## config.mk

```make
export PLATFORM = sky130hd
export DESIGN_NAME = exp3_gravador_memoria
export DESIGN_NICKNAME = d
export VERILOG_FILES = /design/src/rtl/exp3_gravador_memoria_pkg.sv /design/src/rtl/exp3_detector_borda.sv /design/src/rtl/exp3_gravador_memoria.sv
export SDC_FILE = /design/constraint.sdc
export NUM_CORES = 1
export LEC_CHECK = 0
export ABC_CLOCK_PERIOD_IN_PS = 1600
export CORE_UTILIZATION = 40
export DETAILED_ROUTE_END_ITERATION = 12
export PLACE_DENSITY = 0.73
export SLEW_MARGIN = 25
export SYNTH_ARGS = -nofsm -noshare
export SYNTH_HDL_FRONTEND = slang
export SYNTH_SLANG_ARGS = --single-unit
```

## constraint.sdc

```tcl
create_clock -name clock -period 1.6 [get_ports clock]
set_input_delay 0.32 -clock clock [delete_from_list [all_inputs] [get_ports clock]]
set_output_delay 0.32 -clock clock [all_outputs]
set_load 0.02 [all_outputs]
```

## src/rtl/exp3_gravador_memoria_pkg.sv

```systemverilog
// Shared exp3 definitions: default widths and the FSM state codes shown on db_estado.
package exp3_gravador_memoria_pkg;

    localparam int unsigned DATA_W_DEF = 4;
    localparam int unsigned ADDR_W_DEF = 4;
    localparam int unsigned ESTADO_W   = 4;

    // Encodings double as the debug code driven to the 7-segment display.
    typedef enum logic [ESTADO_W-1:0] {
        INICIAL    = 4'h0,
        PREPARACAO = 4'h1,
        ESPERA     = 4'h2,
        REGISTRA   = 4'h3,
        ESCREVE    = 4'h4,
        PROXIMO    = 4'h5,
        FIM        = 4'hF
    } estado_t;

endpackage

```

## src/rtl/exp3_detector_borda.sv

```systemverilog
// Rising-edge detector for the synchronous record button.
// Ports: clock, reset (async active-low), sinal (level in), pulso_c (one-cycle pulse, combinational
// from sinal and its registered history).
module exp3_detector_borda (
    input  logic clock,
    input  logic reset,
    input  logic sinal,
    output logic pulso_c
);

    logic sinal_d;

    // One-cycle history of the button level.
    always_ff @(posedge clock or negedge reset) begin
        if (!reset) begin
            sinal_d <= 1'b0;
        end else begin
            sinal_d <= sinal;
        end
    end

    assign pulso_c = sinal & ~sinal_d;

endmodule

```

## src/rtl/exp3_gravador_memoria.sv

```systemverilog
// Writer side of the exp3 sequential memory: records one 4-bit word per button press into
// consecutive addresses of the shared 16x4 RAM, then reports completion.
// Ports: clock, reset (async active-low), iniciar (start run), gravar (record button level),
// chaves (word to record); mem_we/mem_addr/mem_dado drive the RAM write port; pronto flags a
// finished run; db_contagem/db_estado are debug copies of the counter and state code.
module exp3_gravador_memoria
    import exp3_gravador_memoria_pkg::*;
#(
    parameter int unsigned DATA_W = DATA_W_DEF,
    parameter int unsigned ADDR_W = ADDR_W_DEF
) (
    input  logic                clock,
    input  logic                reset,
    input  logic                iniciar,
    input  logic                gravar,
    input  logic [DATA_W-1:0]   chaves,
    output logic                mem_we,
    output logic [ADDR_W-1:0]   mem_addr,
    output logic [DATA_W-1:0]   mem_dado,
    output logic                pronto,
    output logic [ADDR_W-1:0]   db_contagem,
    output logic [ESTADO_W-1:0] db_estado
);

    // DEPTH = 2**ADDR_W, so the last address is all ones.
    localparam logic [ADDR_W-1:0] ULTIMO = {ADDR_W{1'b1}};

    estado_t             estado;
    estado_t             estado_prox;
    logic [ADDR_W-1:0]   contagem;
    logic [DATA_W-1:0]   dado;
    logic                pulso_c;
    logic                limpa_c;
    logic                incrementa_c;
    logic                carrega_c;

    exp3_detector_borda u_detector (
        .clock   (clock),
        .reset   (reset),
        .sinal   (gravar),
        .pulso_c (pulso_c)
    );

    // State register.
    always_ff @(posedge clock or negedge reset) begin
        if (!reset) begin
            estado <= INICIAL;
        end else begin
            estado <= estado_prox;
        end
    end

    // Next-state and datapath control decode.
    always_comb begin
        estado_prox  = estado;
        limpa_c      = 1'b0;
        incrementa_c = 1'b0;
        carrega_c    = 1'b0;
        case (estado)
            INICIAL:    if (iniciar) estado_prox = PREPARACAO;
            PREPARACAO: begin
                limpa_c     = 1'b1;
                estado_prox = ESPERA;
            end
            ESPERA:     if (pulso_c) estado_prox = REGISTRA;
            REGISTRA:   begin
                carrega_c   = 1'b1;
                estado_prox = ESCREVE;
            end
            ESCREVE:    estado_prox = (contagem == ULTIMO) ? FIM : PROXIMO;
            PROXIMO:    begin
                incrementa_c = 1'b1;
                estado_prox  = ESPERA;
            end
            FIM:        if (iniciar) estado_prox = PREPARACAO;
            default:    estado_prox = INICIAL;
        endcase
    end

    // Address counter and data register; the counter only advances in proximo, so it never wraps.
    always_ff @(posedge clock or negedge reset) begin
        if (!reset) begin
            contagem <= '0;
            dado     <= '0;
        end else begin
            if (limpa_c) begin
                contagem <= '0;
                dado     <= '0;
            end else begin
                if (incrementa_c) contagem <= contagem + ADDR_W'(1);
                if (carrega_c)    dado     <= chaves;
            end
        end
    end

    // Moore flags registered from the next state so they line up with the state they belong to.
    always_ff @(posedge clock or negedge reset) begin
        if (!reset) begin
            mem_we <= 1'b0;
            pronto <= 1'b0;
        end else begin
            mem_we <= (estado_prox == ESCREVE);
            pronto <= (estado_prox == FIM);
        end
    end

    assign mem_addr    = contagem;
    assign mem_dado    = dado;
    assign db_contagem = contagem;
    assign db_estado   = estado;

endmodule

```

==> reports/results.ini, run 1 <==
[global_route]
grt_antenna_before_repair = 0
grt_overflow = 0
grt_pass1_wl_um = 2470
grt_max_degree = 16
grt_pass1_vias = 558
grt_usage_pct = 18.0

[sta]
skew_ns = 0.00351
drv_slew = 0
fin_crit_ns = 1.51
fin_crit_sh_pct = 94.5
rsz0062_at_grt = false
final-setup-viol-count = 0
tns_ns = 0
fmax_mhz = 661
tightest_slew_ns = 0.289
finalHoldViolCount = 0
slew_headroom_pct = 80.7

[critical_path]
critPathSlowestCell = clkdlybuf4s50_1
cp_data_required_time_ns = 1.28
cpPeakStageDelay_ns = 0.59
cp_top_family = buffers and inverters
crit_fanout = 1
worstPathArrival_ns = 1.19
start_kind = flip-flop
r2r-end = db_contagem[2]
path_class = reg2out
crit_buf_inv = 1
cp-end-kind = output port
rrSetupSlack_ns = 0.16
worst_r2r_path_depth = 3
path_cells = clkdlybuf4s50_1
timing.rr.start = db_estado[3]

[power_and_ir_drop]
switchingPower_w = 0.000630
seq_power_share_pct = 37.1
p_leak_nw = 0.555
p_per_area_nw_per_um2 = 1570
swShare_pct = 40.5
p_comb_share_pct = 49.8
peakVddDrop_mv = 0.817
power_w = 0.00156
internal_power_w = 0.000927
clkPwrFrac_pct = 13.0

[outcome]
outcome = complete, but fails checks
violations = DRC

[layout]
fillers = 142
diodes = 0
drive_above_1_share_pct = 10.1
layout_common_cells = dfrtp_1, nand2_1, dlygate4sd2_1
fin_nets = 109
areaGrowthSynthToFinish_pct = 40.1
layout_commonest_cell = dfrtp_1

[floorplanning]
die_y_um = 44.1
start_util_pct = 44.9
core_area_um2 = 1580
io_pins = 26
die-area_um2 = 1940
die_width_um = 44.1
rows = 14

[clock_network]
clockRootBuffer = clkbuf_4
cts_hold_buf = 0
cts_inserted_buffers = 3
insertion_delay_ns = 0.27
clk_pin_slew_worst_paths_ns = 0.08
clock_path_buffers = 2
cts_htree_levels = 1
cts_tree = built
cts_setup_buffers = 0
clock_sinks = 15

[logic_synthesis]
yosysTopAreaCellShare_pct = 53.0
ys.warnings.count = 0
syn_area_um2 = 708
yosysUniqueCellTypes = 27
syn_avg_cell_area_um2 = 9.70
ys_ff_latch = 15
synth_area_leaders = dfrtp_1, nand2_1, o21ai_1, buf_4, nand3_1
postSynthCellCount = 73
synth_top_area_cell = dfrtp_1
synth.net_count = 82
ys_seq_area_share_pct = 53.0

[placement]
io_buffers = 25
place_hpwl_um = 1110
gp_congestion = 0.799

[route]
wl_per_cell_um = 13.0
vias_per_cell = 5.31
route.detailed.drc = 2
drt-initial-drc-count = 9
antenna_left = 0
firstDrtPassIters = 9
finalWirelength_um = 1500
dr_total_vias = 611

[worst_hold_path]
hold_path.class = in2async

[flow_run]
drv_cap = 0

per-layer routing:
layer | vias to the layer above | GRT usage, % | part of all wire [%]
met5 | - | 0 | 0
met4 | 0 | 5.45 | 0
met3 | 0 | 7.35 | 5.4
met2 | 23 | 27.9 | 50
met1 | 280 | 23.1 | 45
li1 | 308 | - | -
worst max path at each step:
stage | startpoint | endpoint | cells past startpoint
6_report | pronto | pronto | 1
2_1_floorplan | db_estado[0] | db_contagem[2] | 3
3_3_place_gp | db_estado[3] | db_estado[3] | 1
3_5_place_dp | db_estado[1] | db_estado[1] | 1
4_1_cts | db_estado[0] | db_estado[0] | 1
5_1_grt | db_estado[1] | db_estado[1] | 1
synthesized netlist by cell type:
cell type  number
o21ai_1         7
nand4b_1        1
and3b_2         1
and4b_1         1
and3_2          1
ha_1            1
o31ai_1         1
or3b_1          1
nand2b_1        2
o21ai_0         2
a21boi_0        1
o22ai_1         1
inv_1           1
clkbuf_1        3
or3_1           1
nand2_1        14
a21oi_1         1
nand3_1         3
nand3b_1        2
or3b_4          1
o221ai_1        1
o31a_1          1
nor2_1          4
buf_4           4
nand4_1         1
dfrtp_1        15
or4_1           1
power groups by stage:
stage / combinational [W] / sequential [W] / clock [W]
final: 0.000776 / 0.000578 / 0.000203
after global placement: 0.000808 / 0.000584 / 0
after detailed placement: 0.000819 / 0.000589 / 0
after global routing: 0.000842 / 0.000598 / 0.000237
after floorplan: 0.000353 / 0.000699 / 0
after CTS: 0.000787 / 0.000580 / 0.000216
through the flow:
| step | area, um2 | hold WS, ns | std cells | utilization, % | setup WS (ns) |
|---|---|---|---|---|---|
| floorplan | 708 | 0.0244 | 73 | - | 0.143 |
| finish | 992 | 0.385 | 115 | 62.9 | 0.0881 |
| global route | 992 | 0.383 | 115 | 62.9 | 0.0329 |
| CTS | 980 | 0.389 | 115 | 62.1 | 0.0135 |
| detailed placement | 967 | 0.483 | 111 | 61.3 | 0.139 |
| global placement | 967 | 0.471 | 111 | 61.3 | 0.161 |
timing repair:
item	4_1_cts	5_1_grt
resized for setup	11	5
setup endpoints to repair	11	5
pin swaps	0	0
final cells by class:
cell class | instances | area (um2) | area share [%]
tap | 16 | 20.0 | 2.02
sequential | 15 | 375 | 37.8
inverter | 1 | 3.75 | 0.378
timing repair buffer | 29 | 279 | 28.1
multi-input combinational | 50 | 288 | 29.0
clock buffer | 4 | 26.3 | 2.65
sequential cells by signal (all words and copies together) (netlist names):
register            count
mem_dado                4
db_estado               4
pronto                  1
db_contagem             4
u_detector.sinal_d      1
mem_we                  1
cell families (layout without fill, tap and decap cells):
group,Yosys count,count (layout),synth area share [%]
buffers and inverters,8,34,6.36
adder cells (fa/ha/maj),1,1,1.77
AO/OA/AOI/OAI,15,15,12.5
flip-flops,15,15,53.0
AND/OR/NAND/NOR,34,34,26.3
No activity file was read; power rests on OpenSTA's default activity.
==> run 2, diff against run 1 <==
Settings changed: ABC_CLOCK_PERIOD_IN_PS 1600 to default, CAP_MARGIN from default to 20.
==> results of run 2 <==
The final DEF is identical to that of run 1; final timing and power are the same.
